## src/rtl/countdown_timer.sv

```systemverilog
// BCD MM:SS countdown timer: loads user digits, counts down once per tick,
// pulses done and drives a tick-timed alarm when the count reaches 00:00.
module countdown_timer #(
   parameter int MIN_TENS_MAX = 5,
   parameter int ALARM_TICKS  = 4
) (
   input  logic       clk,
   input  logic       reset,
   input  logic       tick,
   input  logic       set,
   input  logic [3:0] init_min_tens,
   input  logic [3:0] init_min_ones,
   input  logic [3:0] init_sec_tens,
   input  logic [3:0] init_sec_ones,
   input  logic       start_resume,
   input  logic       stop,
   output logic [3:0] min_tens,
   output logic [3:0] min_ones,
   output logic [3:0] sec_tens,
   output logic [3:0] sec_ones,
   output logic       running,
   output logic       expired,
   output logic       done,
   output logic       alarm
);

   typedef enum logic [1:0] {IDLE, RUN, PAUSE, EXPIRED} state_t;

   localparam int              CW         = $clog2(ALARM_TICKS + 1);
   localparam logic [CW-1:0]   ALARM_LAST = CW'(ALARM_TICKS - 1);
   localparam logic [3:0]      MT_MAX     = 4'(MIN_TENS_MAX);

   state_t        state_reg, state_next;
   logic [3:0]    min_tens_reg, min_tens_next;
   logic [3:0]    min_ones_reg, min_ones_next;
   logic [3:0]    sec_tens_reg, sec_tens_next;
   logic [3:0]    sec_ones_reg, sec_ones_next;
   logic          done_reg, done_next;
   logic          alarm_reg, alarm_next;
   logic [CW-1:0] alarm_cnt_reg, alarm_cnt_next;

   logic          is_zero, is_one;
   logic          borrow_so, borrow_st, borrow_mo;
   logic [3:0]    dec_mt, dec_mo, dec_st, dec_so;

   function automatic logic [3:0] clamp(input logic [3:0] v, input logic [3:0] lim);
      return (v > lim) ? lim : v;
   endfunction

   assign is_zero = (min_tens_reg == 4'd0) && (min_ones_reg == 4'd0) &&
                    (sec_tens_reg == 4'd0) && (sec_ones_reg == 4'd0);
   assign is_one  = (min_tens_reg == 4'd0) && (min_ones_reg == 4'd0) &&
                    (sec_tens_reg == 4'd0) && (sec_ones_reg == 4'd1);

   // Borrow ripples seconds-ones -> minutes-tens within a single edge.
   assign borrow_so = (sec_ones_reg == 4'd0);
   assign borrow_st = borrow_so && (sec_tens_reg == 4'd0);
   assign borrow_mo = borrow_st && (min_ones_reg == 4'd0);

   assign dec_so = borrow_so ? 4'd9 : sec_ones_reg - 4'd1;
   assign dec_st = !borrow_so ? sec_tens_reg :
                   (sec_tens_reg == 4'd0) ? 4'd5 : sec_tens_reg - 4'd1;
   assign dec_mo = !borrow_st ? min_ones_reg :
                   (min_ones_reg == 4'd0) ? 4'd9 : min_ones_reg - 4'd1;
   assign dec_mt = borrow_mo ? min_tens_reg - 4'd1 : min_tens_reg;

   always_ff @(posedge clk or negedge reset) begin
      if (!reset) begin
         state_reg     <= IDLE;
         min_tens_reg  <= 4'd0;
         min_ones_reg  <= 4'd0;
         sec_tens_reg  <= 4'd0;
         sec_ones_reg  <= 4'd0;
         done_reg      <= 1'b0;
         alarm_reg     <= 1'b0;
         alarm_cnt_reg <= '0;
      end else begin
         state_reg     <= state_next;
         min_tens_reg  <= min_tens_next;
         min_ones_reg  <= min_ones_next;
         sec_tens_reg  <= sec_tens_next;
         sec_ones_reg  <= sec_ones_next;
         done_reg      <= done_next;
         alarm_reg     <= alarm_next;
         alarm_cnt_reg <= alarm_cnt_next;
      end
   end

   always_comb begin
      state_next     = state_reg;
      min_tens_next  = min_tens_reg;
      min_ones_next  = min_ones_reg;
      sec_tens_next  = sec_tens_reg;
      sec_ones_next  = sec_ones_reg;
      done_next      = 1'b0;
      alarm_next     = alarm_reg;
      alarm_cnt_next = alarm_cnt_reg;

      if (set) begin
         state_next     = IDLE;
         min_tens_next  = clamp(init_min_tens, MT_MAX);
         min_ones_next  = clamp(init_min_ones, 4'd9);
         sec_tens_next  = clamp(init_sec_tens, 4'd5);
         sec_ones_next  = clamp(init_sec_ones, 4'd9);
         alarm_next     = 1'b0;
         alarm_cnt_next = '0;
      end else begin
         case (state_reg)
            IDLE: begin
               if (!stop && start_resume && !is_zero)
                  state_next = RUN;
            end
            RUN: begin
               if (stop) begin
                  state_next = PAUSE;
               end else if (tick && !is_zero) begin
                  min_tens_next = dec_mt;
                  min_ones_next = dec_mo;
                  sec_tens_next = dec_st;
                  sec_ones_next = dec_so;
                  if (is_one) begin
                     state_next     = EXPIRED;
                     done_next      = 1'b1;
                     alarm_next     = 1'b1;
                     alarm_cnt_next = '0;
                  end
               end
            end
            PAUSE: begin
               if (!stop && start_resume)
                  state_next = RUN;
            end
            EXPIRED: begin
               // stop acknowledges the alarm; otherwise count ticks until it times out.
               if (stop) begin
                  state_next     = IDLE;
                  alarm_next     = 1'b0;
                  alarm_cnt_next = '0;
               end else if (tick && alarm_reg) begin
                  alarm_cnt_next = alarm_cnt_reg + 1'b1;
                  if (alarm_cnt_reg == ALARM_LAST)
                     alarm_next = 1'b0;
               end
            end
            default: state_next = IDLE;
         endcase
      end
   end

   always_comb begin
      running  = (state_reg == RUN);
      expired  = (state_reg == EXPIRED);
      done     = done_reg;
      alarm    = alarm_reg;
      min_tens = min_tens_reg;
      min_ones = min_ones_reg;
      sec_tens = sec_tens_reg;
      sec_ones = sec_ones_reg;
   end

endmodule

```

## config.mk

```make
export PLATFORM = sky130hd
export DESIGN_NAME = countdown_timer
export DESIGN_NICKNAME = d
export VERILOG_FILES = /design/src/rtl/countdown_timer.sv
export SDC_FILE = /design/constraint.sdc
export NUM_CORES = 1
export LEC_CHECK = 0
export CAP_MARGIN = 30
export CORE_ASPECT_RATIO = 1.5
export CORE_MARGIN = 2
export CORE_UTILIZATION = 43
export CTS_CLUSTER_SIZE = 24
export DETAILED_ROUTE_END_ITERATION = 10
export PLACE_DENSITY = 0.76
export RECOVER_POWER = 100
export SLEW_MARGIN = 20
export SYNTH_ARGS = -nofsm -noshare
export SYNTH_HDL_FRONTEND = slang
export SYNTH_SLANG_ARGS = --single-unit
```

## constraint.sdc

```tcl
create_clock -name clk -period 1.8 [get_ports clk]
set_input_delay 0.36 -clock clk [delete_from_list [all_inputs] [get_ports clk]]
set_output_delay 0.36 -clock clk [all_outputs]
set_load 0.005 [all_outputs]
```

# Word-level counts from Yosys, hierarchy flattened
# Cells that the tools add are included.
# Widths: inputs -> output; s select.
dict set report totals {
  output_inout_bits 20
  in_bits 22
  elab_cells 117
  register_bits 23
}
dict set report classes {
  n_addsub 5
  muxes 54
  eq_ne 16
  n_lt_le_gt_ge 4
  n_reduce_logical 30
}
# operator count
set op_table {}
lappend op_table {{$mux 4} 26}
lappend op_table {{$mux 3} 6}
lappend op_table {{$logic_not 4->1} 4}
lappend op_table {{$ne 4x3->1 const B} 4}
lappend op_table {{$sub 4x1->4 const B} 4}
lappend op_table {{$mux 2} 7}
lappend op_table {{$mux 1} 12}
lappend op_table {{$ne 3x3->1 const B} 4}
lappend op_table {{$reduce_and 4->1} 3}
lappend op_table {{$logic_and 1x1->1} 10}
lappend op_table {{$reduce_and 5->1} 2}
lappend op_table {{$reduce_bool 2->1} 5}
lappend op_table {{$gt 4x3->1 const B} 2}
lappend op_table {{$gt 4x4->1 const B} 2}
lappend op_table {{$pmux 2 s4} 1}
lappend op_table {{$ne 3x2->1 const B} 2}
lappend op_table {{$pmux 3 s2} 1}
lappend op_table {{$reduce_and 6->1} 1}
lappend op_table {{$eq 2x2->1 const B} 2}
lappend op_table {{$eq 4x1->1 const B} 1}
lappend op_table {{$add 3x1->3 const B} 1}
lappend op_table {{$eq 3x2->1 const B} 1}
lappend op_table {{$reduce_and 3->1} 1}
lappend op_table {{$reduce_bool 3->1} 1}
lappend op_table {{5 further kinds} 6}

# Logic depth before layout (Yosys ltp)
dict set report logic_depth {
  ltp_word 10
  depth_mapped 7
  depth_no_buf 6
}

# Worst setup path before layout
# OpenSTA, ideal clock, no wires.
dict set report synth_timing {
  path_type {register to register}
  startpoint {reg sec_ones_reg[1] (netlist: sec_ones[1])}
  endpoint {reg alarm_cnt_reg[1]}
  path_slack_ns -0.119
  arrival_time_ns 1.840
  synth_period_minus_slack_ns 1.919
  path_stages_with_launch 5
  n_path_buf 0
  required_ns 1.721
  setup_ns 0.079
  cell_sequence {dfrtp_1 -> or4b_4 -> or3b_4 -> o31ai_4 -> mux2i_1}
}
dict set report synth_between {
  elab_chain_cells 6
  word_cells_on_any_way 9
  classes_between {eq/ne: 3; reduce/logical: 6}
}
# item line_no
set synth_rtl {}
lappend synth_rtl {{start: declaration} 37} ;# logic [3:0] sec_ones_reg, sec_ones_next;
lappend synth_rtl {{start signal: assignment} 82} ;# sec_ones_reg <= sec_ones_next;
lappend synth_rtl {{$logic_not 4->1} 51} ;# (sec_tens_reg == 4'd0) && (sec_ones_reg == 4'd0);
lappend synth_rtl {{$logic_and 1x1->1} 51}
lappend synth_rtl {{$logic_not 1->1} 116} ;# end else if (tick && !is_zero) begin
lappend synth_rtl {{$logic_and 1x1->1} 116}
lappend synth_rtl {{$ne 3x2->1 (no line)} --}
lappend synth_rtl {{$reduce_and 5->1 (no line) *} --}
lappend synth_rtl {{end signal: assignment} 85} ;# alarm_cnt_reg <= alarm_cnt_next;
lappend synth_rtl {{end: declaration} 40} ;# logic [CW-1:0] alarm_cnt_reg, alarm_cnt_next;
# Mark *: on every way between the ends. The rest lies on a longest branch, timed or not.
# A chain may end at the register's enable or synchronous reset.

# Worst setup path in the final report
# Same ends and word-level chain as after synthesis.

==> metrics.log <==
INFO  metric synthesized_area_divided_by_synthesized_cell_count = 9.14 µm²
INFO  metric synth_nets = 188
INFO  metric routedLengthMet1 = 2130 µm
INFO  metric setup_tns_after_final_layout = -1.25 ns
INFO  metric run_status = complete, but fails checks
INFO  metric ys_flop_type = dfrtp_1
INFO  metric drt_pre_antenna_iters = 4
INFO  metric route.detailed.wl_per_inst = 18.7 µm
INFO  metric cellPowerDensity = 520 mW/mm²
INFO  metric area.sequential = 576 µm²
INFO  metric io_pins = 42
INFO  metric detailroute.wirelength.met2 = 3210 µm
INFO  metric ys_seq_elements = 23
INFO  metric path_clk_slew = 0.09 ns
INFO  metric port_buffers = 41
INFO  metric layout-drive-gt1-share = 0.324
INFO  metric power_switching = 0.403 mW
INFO  metric die_height = 75.9 µm
INFO  metric syn-cell-area = 0.00148 mm²
INFO  metric placement_rows = 26
INFO  metric post_synth_main_area_contributors = dfrtp_1 (39%), ha_1 (3.4%), mux2i_1 (3.4%), o21ai_0 (3.4%), nand3_1 (3.0%)
INFO  metric number_of_antenna_violations_at_the_first_check_in_global_routing = 0
INFO  metric via_count = 1796
INFO  metric multi_input_comb_area = 996 µm²
INFO  metric finalWeightedCongestion = 0.851
INFO  metric final.period_utilization = 1.12
INFO  metric timing.critical_path.to_type = flop
INFO  metric ff2ff_path_depth = 4
INFO  metric worst_hold_path_type = flop to flop
INFO  metric clkPwrFrac = 0.258
INFO  metric netlist.top_cell.by_area = dfrtp_1
INFO  metric synth_enable_flop_cells = 0
INFO  metric final_common_cell = buf_4
INFO  metric final-hold-violation-count = 0
INFO  metric maxSlewViolCount = 0
INFO  metric cp_max_fanout = 4
INFO  metric p_int = 0.927 mW
INFO  metric p_leak = 1.08 nW
INFO  metric achievable-frequency = 497 MHz
INFO  metric critical_path_class = flop to flop
INFO  metric timing.critical_path.arrival = 2.21 ns
INFO  metric route.detailed.vias_per_inst = 5.91
INFO  metric post_synth_inst_count = 162
INFO  metric met3RoutedLength = 168 µm
INFO  metric worst_setup_path_start_kind = flop
INFO  metric netlist-cell-type-count = 44
INFO  metric worstMarginPinSlew = 0.615 ns
INFO  metric unrepaired_setup_endpoints_after_global_routing = true
INFO  metric vdd_drop_max = 0.494 mV
INFO  metric finish.utilization = 0.763
INFO  metric synth_sequential_area_ratio = 0.389
INFO  metric hold-path-cell-count = 1
INFO  metric finalSetupViolCount = 13
INFO  metric clock_sinks = 23
INFO  metric power.share.switching = 0.303
INFO  metric cts.hold.buffers_added = 0
INFO  metric drt_drc = 0
INFO  metric n_antenna_cell = 0
INFO  metric core_area = 0.00335 mm²
INFO  metric finalHoldWorstSlack = 0.499 ns
INFO  metric grt_pass1_vias = 1805
INFO  metric postLayoutSetupSlackWorst = -0.211 ns
INFO  metric total_of_max_cap_violations = 0
INFO  metric failed_checks = setup timing
INFO  metric first_pass_grt_wire_length = 8000 µm
INFO  metric tritoncts = yes
INFO  metric fin_crit = 2.01 ns
INFO  metric synth.top_cell.area_share = 0.389
INFO  metric synth-async-reset-ratio = 1.00
INFO  metric pwr-share-comb = 0.311
INFO  metric clockRootBuffer = clkbuf_8
INFO  metric final_nets = 289
INFO  metric sequentialPowerShare = 0.432
INFO  metric grt_max_degree = 24
INFO  metric dieWidth = 51.9 µm
INFO  metric initial_core_util = 0.442
INFO  metric grt_overflow = 0
INFO  metric cts-htree-levels = 1
INFO  metric yosys_warnings = 0
INFO  metric clk-insertion-delay-late = 0.28 ns
INFO  metric numCtsBuffers = 3
INFO  metric detailedRoute.firstIterationViolations = 53
INFO  metric routed.top_layer = met4
INFO  metric die_area = 0.00394 mm²
INFO  metric most-common-layout-cells = buf_4 (45), clkdlybuf4s50_1 (30), dfrtp_1 (23)
INFO  metric post-dp-hpwl = 3660 µm
INFO  metric clock_skew = 0.00618 ns
INFO  metric cts-root-to-sink-buffers = 2
INFO  metric antenna_viol_nets_final = 0
INFO  metric groute.usage.overall = 0.270
INFO  metric detail_route.wirelength = 5680 µm
INFO  metric area_growth_syn_to_layout = 72.8%
INFO  metric totalPowerFinal = 1.33 mW
INFO  metric worst_slew_margin_rel = 0.590
INFO  metric fill_cells = 222
INFO  metric critPathRequiredTime = 2.00 ns
==> through the flow <==
| stage | area [µm²] | worst slack [ns] | std cells |
|---|---|---|---|
| floorplan | 1480 | -0.119 | 162 |
| global placement | 2270 | -0.354 | 286 |
| detailed placement | 2270 | -0.440 | 286 |
| CTS | 2420 | -0.178 | 294 |
| global route | 2560 | -0.249 | 304 |
| finish | 2560 | -0.211 | 304 |
==> synth_stat cells, types with 2 or more instances <==
master     instances
a2111oi_0          2
a21oi_1            8
a31oi_1            4
and3_1             2
buf_2              2
clkbuf_1           4
dfrtp_1           23
ha_1               4
inv_1             11
mux2i_1            5
nand2_1           11
nand2b_1           4
nand3_1            9
nor2_1            11
nor3_1             4
nor4_1             6
nor4_4             2
o211ai_1           3
o21ai_0           10
o311ai_0           2
o31a_1             3
o31ai_1            2
or2_2              3
or3_1              3
or4_1              4
or4_2              2
==> power groups by stage <==
stage          combinational (mW)  sequential (mW)  clock [mW]
2_1_floorplan               0.105            0.596           0
3_3_place_gp                0.339            0.579           0
3_5_place_dp                0.351            0.581           0
4_1_cts                     0.375            0.571       0.341
5_1_grt                     0.442            0.578       0.361
6_report                    0.413            0.574       0.343
==> area by class of cell <==
type | instances | area share
multi-input cells | 124 | 0.389
clock buffers | 4 | 0.0176
inverters | 11 | 0.0161
flip-flops and latches | 23 | 0.225
repair buffers | 100 | 0.331
well taps | 42 | 0.0205
==> per-layer routing <==
layer,track usage,up-vias
li1,-,823
met1,0.271,891
met2,0.522,63
met3,0.0392,19
met4,0.146,0
met5,0,-
==> worst max-delay path: stages (launching register included) <==
cell,delay [ns]
dfrtp_1,0.41
or4b_4,0.55
or3b_4,0.44
o31ai_4,0.29
mux2i_1,0.24
==> cell families after synthesis <==
kind of cell	share of synthesized area
buffers and inverters	0.0448
flip-flops	0.389
adder cells (fa/ha/maj)	0.0338
AND/OR/NAND/NOR	0.299
AO/OA/AOI/OAI	0.200
multiplexers	0.0338
==> timing repair <==
item | in CTS | in global routing
setup endpoints to repair | 19 | 23
gates resized for setup | 17 | 23
cloned | 1 | 1
buffers inserted | 4 | 9
pin swaps | 3 | 13
==> worst paths after layout <==
| path | to | slack [ns] | startpoint |
|---|---|---|---|
| setup / recovery | alarm_cnt_reg[1] | -0.21 | sec_ones[1] |
| hold / removal | alarm_cnt_reg[0] | 0.50 | alarm_cnt_reg[0] |
| setup reg to reg | alarm_cnt_reg[1] | -0.21 | sec_ones[1] |
| hold reg to reg | alarm_cnt_reg[0] | 0.50 | alarm_cnt_reg[0] |
| max in group asynchronous | state_reg[1] | 0.78 | reset |
| min in group asynchronous | sec_tens[3] | 0.61 | reset |
(Power assumes the default switching activity.)
